==> src/rtl/cam_stream_gen.sv <==
// cam_stream_gen: synthetic OV7670-style camera source.
// Emits vsync/href/8-bit data on pclk with RGB444 pixels sent as two bytes:
// {4'b0000, R} on even columns and {G, B} on odd columns. Frame timing and
// test-pattern choice are parameterised and latched once per frame.

module cam_stream_gen #(
  parameter int H_ACTIVE  = 640,  // active pixels per line (multiple of 8)
  parameter int H_BLANK   = 288,  // href-low cycles per line
  parameter int V_ACTIVE  = 480,  // active lines per frame
  parameter int VSYNC_LEN = 3,    // lines with vsync high
  parameter int V_BACK    = 17,   // blank lines after vsync
  parameter int V_FRONT   = 10    // blank lines after the last active line
) (
  input  logic        pclk,
  input  logic        rst,
  input  logic        enable,
  input  logic [1:0]  pattern_sel,
  input  logic [11:0] solid_rgb,
  output logic        vsync,
  output logic        href,
  output logic [7:0]  data,
  output logic        busy,
  output logic        frame_done,
  output logic [7:0]  frame_cnt
);

  // Line and frame geometry.
  localparam int LINE_CYC = 2 * H_ACTIVE + H_BLANK;
  localparam int BAR_W    = H_ACTIVE / 8;
  localparam int MAX_A    = (V_ACTIVE > VSYNC_LEN) ? V_ACTIVE : VSYNC_LEN;
  localparam int MAX_B    = (V_BACK > V_FRONT) ? V_BACK : V_FRONT;
  localparam int LINE_MAX = (MAX_A > MAX_B) ? MAX_A : MAX_B;

  // Counter widths cover the largest value each counter reaches.
  localparam int COL_W  = (LINE_CYC > 1) ? $clog2(LINE_CYC) : 1;
  localparam int LINE_W = (LINE_MAX > 1) ? $clog2(LINE_MAX) : 1;

  localparam logic [COL_W-1:0]  COL_LAST    = COL_W'(LINE_CYC - 1);
  localparam logic [COL_W-1:0]  HREF_END    = COL_W'(2 * H_ACTIVE);
  localparam logic [LINE_W-1:0] VSYNC_LAST  = LINE_W'(VSYNC_LEN - 1);
  localparam logic [LINE_W-1:0] BACK_LAST   = LINE_W'(V_BACK - 1);
  localparam logic [LINE_W-1:0] ACTIVE_LAST = LINE_W'(V_ACTIVE - 1);
  localparam logic [LINE_W-1:0] FRONT_LAST  = LINE_W'(V_FRONT - 1);

  typedef enum logic [2:0] {
    ST_IDLE,
    ST_VSYNC,
    ST_VBACK,
    ST_ACTIVE,
    ST_VFRONT
  } state_t;

  // Current position: state/col_cnt/line_cnt describe the cycle being output.
  state_t            state;
  logic [COL_W-1:0]  col_cnt;
  logic [LINE_W-1:0] line_cnt;

  // Position of the cycle that follows the next clock edge.
  state_t            nxt_state;
  logic [COL_W-1:0]  nxt_col;
  logic [LINE_W-1:0] nxt_line;
  logic [LINE_W-1:0] phase_last;
  logic              start_frame;
  logic              href_nxt;
  logic              frame_end_nxt;

  // Frame-stable copies of the pattern controls.
  logic [1:0]  pat_q;
  logic [11:0] rgb_q;

  // Pixel generation for the next cycle.
  logic [15:0] px_x;
  logic [15:0] px_y;
  logic [2:0]  bar_idx;
  logic [11:0] pix_rgb;
  logic [7:0]  pix_byte;

  // Advance the raster position by one pclk and pick the next phase.
  always_comb begin
    // NOTE: every output of this block gets a default first so no latch is inferred.
    nxt_state   = state;
    nxt_col     = col_cnt;
    nxt_line    = line_cnt;
    start_frame = 1'b0;

    case (state)
      ST_VSYNC:  phase_last = VSYNC_LAST;
      ST_VBACK:  phase_last = BACK_LAST;
      ST_ACTIVE: phase_last = ACTIVE_LAST;
      ST_VFRONT: phase_last = FRONT_LAST;
      default:   phase_last = '0;
    endcase

    if (state == ST_IDLE) begin
      nxt_col  = '0;
      nxt_line = '0;
      if (enable) begin
        nxt_state   = ST_VSYNC;
        start_frame = 1'b1;
      end
    end else if (col_cnt != COL_LAST) begin
      nxt_col = col_cnt + 1'b1;
    end else begin
      nxt_col = '0;
      if (line_cnt != phase_last) begin
        nxt_line = line_cnt + 1'b1;
      end else begin
        nxt_line = '0;
        case (state)
          ST_VSYNC:  nxt_state = ST_VBACK;
          ST_VBACK:  nxt_state = ST_ACTIVE;
          ST_ACTIVE: nxt_state = ST_VFRONT;
          ST_VFRONT: begin
            // Back-to-back frames restart vsync with no idle gap.
            if (enable) begin
              nxt_state   = ST_VSYNC;
              start_frame = 1'b1;
            end else begin
              nxt_state = ST_IDLE;
            end
          end
          default:   nxt_state = ST_IDLE;
        endcase
      end
    end

    href_nxt      = (nxt_state == ST_ACTIVE) && (nxt_col < HREF_END);
    frame_end_nxt = (nxt_state == ST_VFRONT) && (nxt_line == FRONT_LAST) &&
                    (nxt_col == COL_LAST);
  end

  // Build the RGB444 pixel and select the byte for the next cycle.
  always_comb begin
    px_x    = 16'(nxt_col >> 1);
    px_y    = 16'(nxt_line);
    bar_idx = 3'(px_x / 16'(BAR_W));
    pix_rgb = '0;

    case (pat_q)
      2'd0: begin
        case (bar_idx)
          3'd0:    pix_rgb = 12'hFFF;
          3'd1:    pix_rgb = 12'hFF0;
          3'd2:    pix_rgb = 12'h0FF;
          3'd3:    pix_rgb = 12'h0F0;
          3'd4:    pix_rgb = 12'hF0F;
          3'd5:    pix_rgb = 12'hF00;
          3'd6:    pix_rgb = 12'h00F;
          default: pix_rgb = 12'h000;
        endcase
      end
      2'd1:    pix_rgb = {4'(px_x >> 2), 4'(px_y >> 2), frame_cnt[3:0]};
      2'd2:    pix_rgb = rgb_q;
      default: pix_rgb = (px_x[5] ^ px_y[5] ^ frame_cnt[0]) ? 12'hFFF : 12'h000;
    endcase

    pix_byte = nxt_col[0] ? pix_rgb[7:0] : {4'b0000, pix_rgb[11:8]};
  end

  // Frame FSM and registered sensor outputs, all aligned to the same edge.
  always_ff @(posedge pclk) begin
    // NOTE: sequential state uses non-blocking assignments so every register samples pre-edge values.
    if (rst) begin
      state      <= ST_IDLE;
      col_cnt    <= '0;
      line_cnt   <= '0;
      pat_q      <= '0;
      rgb_q      <= '0;
      vsync      <= 1'b0;
      href       <= 1'b0;
      data       <= '0;
      busy       <= 1'b0;
      frame_done <= 1'b0;
      frame_cnt  <= '0;
    end else begin
      state    <= nxt_state;
      col_cnt  <= nxt_col;
      line_cnt <= nxt_line;

      // Pattern controls only take effect at a frame boundary.
      if (start_frame) begin
        pat_q <= pattern_sel;
        rgb_q <= solid_rgb;
      end

      vsync      <= (nxt_state == ST_VSYNC);
      href       <= href_nxt;
      data       <= href_nxt ? pix_byte : 8'h00;
      busy       <= (nxt_state != ST_IDLE);
      frame_done <= frame_end_nxt;
      if (frame_end_nxt) begin
        frame_cnt <= frame_cnt + 8'd1;
      end
    end
  end

endmodule

==> config.mk <==
export PLATFORM = sky130hd
export DESIGN_NAME = cam_stream_gen
export DESIGN_NICKNAME = d
export VERILOG_FILES = /design/src/rtl/cam_stream_gen.sv
export SDC_FILE = /design/constraint.sdc
export NUM_CORES = 1
export LEC_CHECK = 0
export BUFFER_PORTS_ARGS = -buffer_cell sky130_fd_sc_hd__buf_2
export CAP_MARGIN = 10
export CELL_PAD_IN_SITES_DETAIL_PLACEMENT = 0
export CELL_PAD_IN_SITES_GLOBAL_PLACEMENT = 1
export CORE_MARGIN = 4
export CORE_UTILIZATION = 45
export CTS_CLUSTER_SIZE = 16
export DETAILED_ROUTE_END_ITERATION = 8
export PLACE_DENSITY = 0.88
export SETUP_SLACK_MARGIN = 0.05
export SLEW_MARGIN = 20
export SYNTH_ARGS = -nofsm -noshare
export SYNTH_HDL_FRONTEND = slang
export SYNTH_SLANG_ARGS = --single-unit
==> constraint.sdc <==
create_clock -name pclk -period 6.3 [get_ports pclk]
set_input_delay 1.26 -clock pclk [delete_from_list [all_inputs] [get_ports pclk]]
set_output_delay 1.26 -clock pclk [all_outputs]
set_load 0.005 [all_outputs]
==> flow_summary.ini, run 1 <==
[timing]
hold_viol = 0
report.final.setup_viol = 0
fin_worst_skew_ns = 0.0112
relSlewSlack_pct = 48.7
tns_ns = 0
min_period_ns = 3.49
fmax_mhz = 287
worstMarginPinSlew_ns = 0.767
rsz0062_at_grt = no
min_period_over_period_pct = 55.4
finalMaxSlewViolations = 0
postLayoutSetupSlackWorst_ns = 2.81

[yosys]
yosysUniqueCellTypes = 60
yosysTopAreaCell = dfxtp_1
syn_area_um2 = 3160
synth_seq_cells = 57
ys.flop_type = dfxtp_1
synth_nets = 412
yosysMostFrequentCell = dfxtp_1
yosys_warnings = 0
synth_cells = 392
synth_edf_count = 0
synth_top_area_share_pct = 36.1
avgSynthCellArea_um2 = 8.05
ys_seq_area_share_pct = 36.1
synth_common_cells = 57 x dfxtp_1, 53 x nand2_1, 40 x nor2_1
ys_top_cells_by_area = dfxtp_1 36%, nand2_1 6.3%, nor2_1 4.8%
synthArstFlopShare_pct = 0

[power]
internal_power_w = 0.000527
p_sw_w = 0.000194
clockPowerShare_pct = 41.6
p_per_area_nw_per_um2 = 205
power.leakage_nw = 1.38
power.share.sequential_pct = 51.8
ir_worst_vdd_v = 0.000185
pwr-share-comb_pct = 6.6
p_sw_share_pct = 26.9

[cells_and_area]
fill_cells = 655
antenna_cells = 0
design_area_um2 = 3520
nets = 438
post-route-util_pct = 51.9
multi_input_area_um2 = 1880
regArea_um2 = 1140
area_growth_pct = 11.7
drive_gt1_share_pct = 15.6

[flow_run]
drv_cap = 0

[clock_tree]
clk_latency_ns = 0.35
cts_tree = built
cts_root_buffer = clkbuf_8
cts_buffer_depth = 2
ctsResizeCount = 0
cts_sinks = 57
htreeDepth = 3
clk_pin_slew_worst_paths_ns = 0.08
numCtsBuffers = 9
cts_setup_buffers = 0
hold_buffers = 0

[worst_setup_path]
crit_fanout = 13
reg2reg_to = frame_cnt[4]
endpoint_kind = flop
crit_type = flop to flop
arrival_ns = 3.79
r2r_slack_ns = 2.81
critical_path_required_ns = 6.60
rr_worst_depth = 9
start_kind = flop
timing.rr.start = col_cnt[0]

[die]
die_area_um2 = 8420
start_util_pct = 46.5
die_h_um = 91.8
coreArea_um2 = 6790
ioPinCount = 37
die_w_um = 91.8
rows = 30

[placement]
gp_congestion = 0.877
portBuffers = 36
place_hpwl_um = 5880
place_area_um2 = 3350
place_ws_ns = 2.85

[worst_hold_path]
hold_depth = 2
hold_end = rgb_q[3]
hp-start = rgb_q[3]
hp-class = flop to flop

[route]
final_antenna_net_count = 0
drc = 0
via_per_inst = 5.76
wl_um = 8080
vias = 2992
drtPass1Iterations = 5
drt-initial-drc-count = 240
wire_per_inst_um = 15.6

[global_route]
grt_usage_pct = 20.4
grt.overflow.total = 0
antenna_found_initial = 0
grt_pass1_wl_um = 13900
grt_max_degree = 43
grt_pass1_vias = 2868

[outcome]
status = completed
worst max-delay path, cell delays in order (launching register included):
cell	delay [ns]
dfxtp_1	0.48
ha_1	0.27
and4_1	0.33
nand4_1	0.44
nor4_1	0.45
xor2_1	0.15
nor4_1	0.32
nand4_2	0.35
or4_1	0.56
nand2_1	0.08
how the worst max path moves through the flow:
stage / cells past startpoint / start / slack (ns) / to
2_1_floorplan: 11 / col_cnt[0] / 3.55 / frame_cnt[2]
5_1_grt: 9 / col_cnt[0] / 2.41 / frame_cnt[4]
3_5_place_dp: 9 / col_cnt[0] / 2.85 / frame_cnt[4]
6_report: 9 / col_cnt[0] / 2.81 / frame_cnt[4]
3_3_place_gp: 9 / col_cnt[0] / 3.01 / frame_cnt[4]
4_1_cts: 9 / col_cnt[0] / 2.84 / frame_cnt[4]
stage by stage:
step / cells / power, W / hold WS (ns)
2_1_floorplan: 392 / 0.000413 / 0.436
3_3_place_gp: 503 / 0.000429 / 0.447
3_5_place_dp: 503 / 0.000429 / 0.452
4_1_cts: 519 / 0.000728 / 0.463
5_1_grt: 519 / 0.000750 / 0.489
6_report: 519 / 0.000721 / 0.459
per-layer routing:
metal	vias to the layer above	global-route usage [%]	share of wire, %
li1	1479	-	-
met1	1412	27.1	48
met2	85	31.6	45
met3	16	4.02	4.9
met4	0	10.1	2.2
met5	-	0	0
cells by family after synthesis:
logic type	count (synthesis)	synth area share, %
xor+xnor	19	5.27
compound gates	99	22.3
mux	2	0.674
buf+inv	29	4.24
fa+ha+maj	3	1.19
simple gates	183	30.2
flops	57	36.1
state kept, by name (all words and copies together) (netlist names):
signal,count
rgb_q,12
col_cnt,11
line_cnt,9
data,8
frame_cnt,8
state,3
pat_q,2
busy,1
frame_done,1
href,1
vsync,1
final cells by class:
class | instances | area share (%)
well taps | 96 | 3.41
clock buffers | 10 | 3.62
repair buffers | 36 | 5.11
inverters | 8 | 0.852
clock inverters | 6 | 1.24
multi-input cells | 306 | 53.4
flip-flops and latches | 57 | 32.4
power by group through the flow:
stage               clock network, W  logic [W]  registers [W]
CTS                         0.000307  0.0000477       0.000374
floorplan                          0  0.0000337       0.000379
global placement                   0  0.0000474       0.000382
detailed placement                 0  0.0000476       0.000382
global route                0.000321  0.0000545       0.000375
finish                      0.000300  0.0000473       0.000374
placed cells by master (no fill, tap or decap), drive strengths merged, types with 4 or more instances in the layout:
cell | synthesis | routed
or3 | 5 | 5
and3 | 4 | 4
dfxtp | 57 | 57
clkbuf | 13 | 10
or4 | 9 | 9
o31ai | 5 | 5
clkinvlp | 0 | 4
buf | 8 | 36
nand4 | 8 | 8
o211a | 8 | 8
xor2 | 9 | 9
nor4 | 8 | 8
nand2 | 53 | 53
nand3 | 17 | 17
nor3 | 13 | 13
a211oi | 5 | 5
a21oi | 25 | 25
a22oi | 5 | 5
xnor2 | 10 | 10
o21ai | 21 | 21
nor2b | 12 | 12
a221oi | 7 | 7
nor2 | 40 | 40
inv | 8 | 9
nand2b | 4 | 4
(Power assumes the default switching activity.)
==> run 2, diff against run 1 <==
--- a/config.mk
+++ b/config.mk
@@ -10,10 +10,10 @@
 export CELL_PAD_IN_SITES_DETAIL_PLACEMENT = 0
 export CELL_PAD_IN_SITES_GLOBAL_PLACEMENT = 1
 export CORE_MARGIN = 4
-export CORE_UTILIZATION = 45
+export CORE_UTILIZATION = 43
 export CTS_CLUSTER_SIZE = 16
 export DETAILED_ROUTE_END_ITERATION = 8
-export PLACE_DENSITY = 0.88
+export PLACE_DENSITY = 0.85
 export SETUP_SLACK_MARGIN = 0.05
 export SLEW_MARGIN = 20
 export SYNTH_ARGS = -nofsm -noshare
==> constraint.sdc (replaced) <==
create_clock -name pclk -period 3.6 [get_ports pclk]
set_input_delay 0.72 -clock pclk [delete_from_list [all_inputs] [get_ports pclk]]
set_output_delay 0.72 -clock pclk [all_outputs]
set_load 0.005 [all_outputs]
==> run 2 against run 1 <==
Compared with the run above: hold slack got worse by 0.00085 ns; utilization about the same; clock power increased by 99%; clock-buffer cell count increased by 1; register-to-register slack got worse by 2.4 ns; wire length increased by 1.5%; power increased by 86%; global-route usage decreased by 0.77 points; combinational power increased by 84%; largest power group unchanged.
==> flow_summary.ini, run 2 (same netlist as run 1, synthesis figures left out) <==
[cells_and_area]
final_common_cell = dfxtp_1
drive_gt1_share_pct = 17.0
largestRegisters = rgb_q x12, col_cnt x11, line_cnt x9
largest_reg_flops = 12
antenna_cells = 0
area_growth_pct = 14.1
nets = 445
final_cell_mix = 57 x dfxtp_1, 53 x nand2_1, 40 x nor2_1
fill_cells = 679
regMostFlops = rgb_q

[power]
power.share.sequential_pct = 48.9
p_sw_share_pct = 24.5
ir_worst_vdd_v = 0.000199
clockPowerShare_pct = 44.6
power.leakage_nw = 1.43
internal_power_w = 0.00101
pwr-share-comb_pct = 6.5
p_per_area_nw_per_um2 = 372
p_sw_w = 0.000328

[worst_hold_path]
hp-class = flop to flop
hold_depth = 2

[clock_tree]
numCtsBuffers = 9
clk_pin_slew_worst_paths_ns = 0.07
cts_tree = built
cts_buffer_depth = 2
ctsResizeCount = 0
cts_setup_buffers = 0
clk_latency_ns = 0.34
cts_root_buffer = clkbuf_8
htreeDepth = 3
cts_sinks = 57
hold_buffers = 0

[worst_setup_path]
crit_fanout = 13
start_kind = flop
critical_path_required_ns = 3.89
critical_path.max_stage_delay_ns = 0.58
rr_worst_depth = 9
path_cells = ha_1 -> and4_1 -> and4_1 -> o21ai_2 -> or4_1 -> a22oi_2 -> nand4_2 -> or4_1 -> nand2_1
crit_type = flop to flop
slowest_stage = or4_1
arrival_ns = 3.47
endpoint_kind = flop

[route]
final_antenna_net_count = 0
wl_met2_um = 3850
wl_met1_um = 3760
drc = 0
drt-initial-drc-count = 145
top_layer = met4
drtPass1Iterations = 5
dr_wl_met3_um = 494
vias = 3036
wl_um = 8200
via_per_inst = 5.77
wire_per_inst_um = 15.6

[global_route]
grt_pass1_wl_um = 13600
grt_max_degree = 26
grt.overflow.total = 0
grt_pass1_vias = 2788
antenna_found_initial = 0
grt_usage_pct = 19.7

[placement]
gp_congestion = 0.833
place_hpwl_um = 6120
portBuffers = 36

[outcome]
status = completed

[die]
die_area_um2 = 8780
start_util_pct = 45.5
die_w_um = 93.7
ioPinCount = 37
rows = 30
coreArea_um2 = 6940
die_h_um = 93.7

[timing]
min_period_ns = 3.18
fin_worst_skew_ns = 0.00531
finalMaxSlewViolations = 0
hold_viol = 0
relSlewSlack_pct = 46.0
holdWs_ns = 0.458
worstMarginPinSlew_ns = 0.809
report.final.setup_viol = 0
rsz0062_at_grt = no
min_period_over_period_pct = 88.3
fmax_mhz = 315
tns_ns = 0

[flow_run]
drv_cap = 0
## run 2: cell types whose count changed in the layout (fill, tap and decap cells not counted), sizes merged
cell      previous run  this run
buf                 36        43
clkinvlp             4         2
bufinv               0         1
clkbuf              10        11
clkinv               1         2
inv                  9         8
## run 2: worst paths after layout
| kind | from | slack [ns] | endpoint |
|---|---|---|---|
| setup / recovery | col_cnt[0] | 0.42 | frame_cnt[6] |
| hold / removal | rgb_q[2] | 0.46 | rgb_q[2] |
| setup reg to reg | col_cnt[0] | 0.42 | frame_cnt[6] |
| hold reg to reg | rgb_q[2] | 0.46 | rgb_q[2] |
## run 2: cell type report
class	instances	area, um2	area share, %
clock buffers	11	141	3.92
clock inverters	5	55.1	1.53
inverters	8	30.0	0.834
multi-input cells	306	1880	52.2
flip-flops and latches	57	1140	31.7
well taps	96	120	3.33
repair buffers	43	233	6.46
## run 2: layer usage
layer / vias up / track usage, %
met5: - / 0
met1: 1448 / 25.3
met3: 7 / 6.25
met2: 81 / 30.9
li1: 1500 / -
met4: 0 / 6.98
## run 2: per-stage QoR
stage	setup WS, ns	power, W	cell area, um2	instances	utilization (%)
6_report	0.422	0.00134	3600	526	51.9
5_1_grt	0.141	0.00139	3600	526	51.9
4_1_cts	0.475	0.00135	3600	526	51.9
3_5_place_dp	0.486	0.000755	3410	510	49.0
3_3_place_gp	0.575	0.000755	3410	510	49.0
2_1_floorplan	0.847	0.000723	3160	392	-
## run 2: power by group through the flow
stage                     clock [W]  sequential [W]  combinational [W]
after CTS                  0.000608        0.000654          0.0000871
after detailed placement          0        0.000668          0.0000867
after floorplan                   0        0.000664          0.0000589
after global routing       0.000639        0.000655          0.0000978
final                      0.000597        0.000654          0.0000871
after global placement            0        0.000668          0.0000866
## run 2: worst max-delay path, delay by kind of cell (launching register included)
kind | cells | cell delay (ns)
AOI/OAI and AO/OA | 2 | 0.36
adders and majority gates | 1 | 0.28
DFF | 1 | 0.46
and+or+nand+nor | 6 | 2.04
==> run 3, diff against run 2 <==
--- a/config.mk
+++ b/config.mk
@@ -5,7 +5,7 @@
 export SDC_FILE = /design/constraint.sdc
 export NUM_CORES = 1
 export LEC_CHECK = 0
-export BUFFER_PORTS_ARGS = -buffer_cell sky130_fd_sc_hd__buf_2
+export BUFFER_PORTS_ARGS = -buffer_cell sky130_fd_sc_hd__clkbuf_2
 export CAP_MARGIN = 10
 export CELL_PAD_IN_SITES_DETAIL_PLACEMENT = 0
 export CELL_PAD_IN_SITES_GLOBAL_PLACEMENT = 1
==> run 3 against run 2 <==
Compared with the run above: cell count down 0.19%; largest cell class unchanged; clock-buffer cell count down 1; die area unchanged; clock power up 4.2%; register-to-register slack worse by 0.06 ns; critical path depth unchanged; via count down 1.4%; fmax down 1.9%; utilization up 0.072 points; sequential power about the same.
==> flow_summary.ini, run 3 (same netlist as run 1, synthesis figures left out) <==
[outcome]
status = completed

[timing]
relSlewSlack_pct = 42.3
postLayoutSetupSlackWorst_ns = 0.360
fin_worst_skew_ns = 0.00823
worstMarginPinSlew_ns = 0.864
min_period_over_period_pct = 90.0
fmax_mhz = 309
report.final.setup_viol = 0
rsz0062_at_grt = no
min_period_ns = 3.24
hold_viol = 0
finalMaxSlewViolations = 0
tns_ns = 0

[power]
p_sw_share_pct = 25.7
p_per_area_nw_per_um2 = 379
internal_power_w = 0.00102
power.share.sequential_pct = 47.9
power.leakage_nw = 1.43
p_sw_w = 0.000351
clockPowerShare_pct = 45.6
ir_worst_vdd_v = 0.000290
pwr-share-comb_pct = 6.5

[worst_setup_path]
crit_type = flop to flop
crit_buf_inv = 0
critical_path_required_ns = 3.89
start_kind = flop
crit_family = simple AND/OR/NAND/NOR gates
critical_path.max_stage_delay_ns = 0.56
slowest_stage = or4_1
endpoint_kind = flop
crit_fanout = 13
arrival_ns = 3.53
path_cells = ha_1 -> and4_1 -> and4_1 -> o21ai_2 -> or4_1 -> a22oi_2 -> nand4_2 -> or4_1 -> nand2_1

[cells_and_area]
fill_cells = 701
regMostFlops = rgb_q
final_common_cell = dfxtp_1
area_growth_pct = 14.3
final_cell_mix = 57 x dfxtp_1, 53 x nand2_1, 40 x nor2_1
largestRegisters = rgb_q x12, col_cnt x11, line_cnt x9
antenna_cells = 0
drive_gt1_share_pct = 17.2
largest_reg_flops = 12
nets = 444

[route]
drc = 0
vias = 2992
wl_um = 8370
wire_per_inst_um = 15.9
drtPass1Iterations = 4
drt-initial-drc-count = 152
via_per_inst = 5.70
final_antenna_net_count = 0

[clock_tree]
cts_tree = built
cts_buffer_depth = 2
cts_sinks = 57
numCtsBuffers = 9
htreeDepth = 3
cts_root_buffer = clkbuf_8
clk_latency_ns = 0.34
clk_pin_slew_worst_paths_ns = 0.07
cts_setup_buffers = 0

[worst_hold_path]
hp-class = flop to flop

[die]
rows = 30
die_h_um = 93.7
start_util_pct = 45.5
die_area_um2 = 8780
ioPinCount = 37
coreArea_um2 = 6940
die_w_um = 93.7

[placement]
place_hpwl_um = 6080
portBuffers = 36
gp_congestion = 0.854
place_ws_ns = 0.337

[flow_run]
drv_cap = 0

[global_route]
grt_usage_pct = 20.3
grt.overflow.total = 0
antenna_found_initial = 0
grt_pass1_vias = 2763
grt_pass1_wl_um = 13900
grt_max_degree = 27
==> run 3: cell count changes in the layout (fill, tap and decap cells not counted), moves of 2 or more <==
| cell | change |
|---|---|
| buf_2 | -36 |
| clkbuf_2 | +36 |
| clkinvlp_4 | -2 |
| clkinv_4 | +2 |
==> run 3: path summary, 6_finish.rpt <==
path,to,from,depth (start not counted),slack [ns]
max,frame_cnt[6],col_cnt[0],9,0.36
min,rgb_q[4],rgb_q[4],2,0.46
max reg2reg,frame_cnt[6],col_cnt[0],9,0.36
min reg2reg,rgb_q[4],rgb_q[4],2,0.46
==> run 3: final cells by class <==
cell class                      count  area (um2)  share of cell area (%)
Multi-Input combinational cell    306        1890                    52.3
Sequential cell                    57        1140                    31.6
Timing Repair Buffer               42         225                    6.24
Clock buffer                       10         138                    3.82
Tap cell                           96         120                    3.33
Clock inverter                      6        66.3                    1.84
Inverter                            8        30.0                   0.832
==> run 3: metal layers <==
metal  up-vias  part of all wire, %  global-route usage, %
met5         -                    0                      0
met4         0                  1.3                   6.62
met3         7                  5.0                   5.05
met2        67                   47                   32.8
met1      1426                   47                   26.3
li1       1492                    -                      -
==> run 3: power groups by stage <==
| stage | clock network, W | registers (W) | logic (W) |
|---|---|---|---|
| after global routing | 0.000671 | 0.000656 | 0.0000995 |
| after floorplan | 0 | 0.000664 | 0.0000589 |
| after CTS | 0.000633 | 0.000654 | 0.0000887 |
| after detailed placement | 0 | 0.000668 | 0.0000881 |
| after global placement | 0 | 0.000668 | 0.0000863 |
| final | 0.000622 | 0.000655 | 0.0000889 |
==> run 3: worst min-delay path, delay by kind of cell, from the launching register on <==
family | cells | cell delay (ns)
AOI/OAI and AO/OA | 1 | 0.05
DFF | 1 | 0.31
and+or+nand+nor | 1 | 0.05
==> run 3: timing repair <==
item / CTS / global route
endpoints found under the hold margin: 0 / 0
setup endpoints to repair: 0 / 8
hold buffers: 0 / 0
resized for setup: 0 / 1
==> run 3: stage by stage <==
stage | cell area, um2 | util (%) | hold slack (ns) | power [W] | cells
final | 3610 | 51.9 | 0.458 | 0.00137 | 525
after global routing | 3610 | 51.9 | 0.475 | 0.00143 | 525
after CTS | 3600 | 51.9 | 0.458 | 0.00138 | 525
after detailed placement | 3400 | 48.9 | 0.447 | 0.000757 | 509
after global placement | 3400 | 48.9 | 0.447 | 0.000755 | 509
after floorplan | 3160 | - | 0.436 | 0.000723 | 392
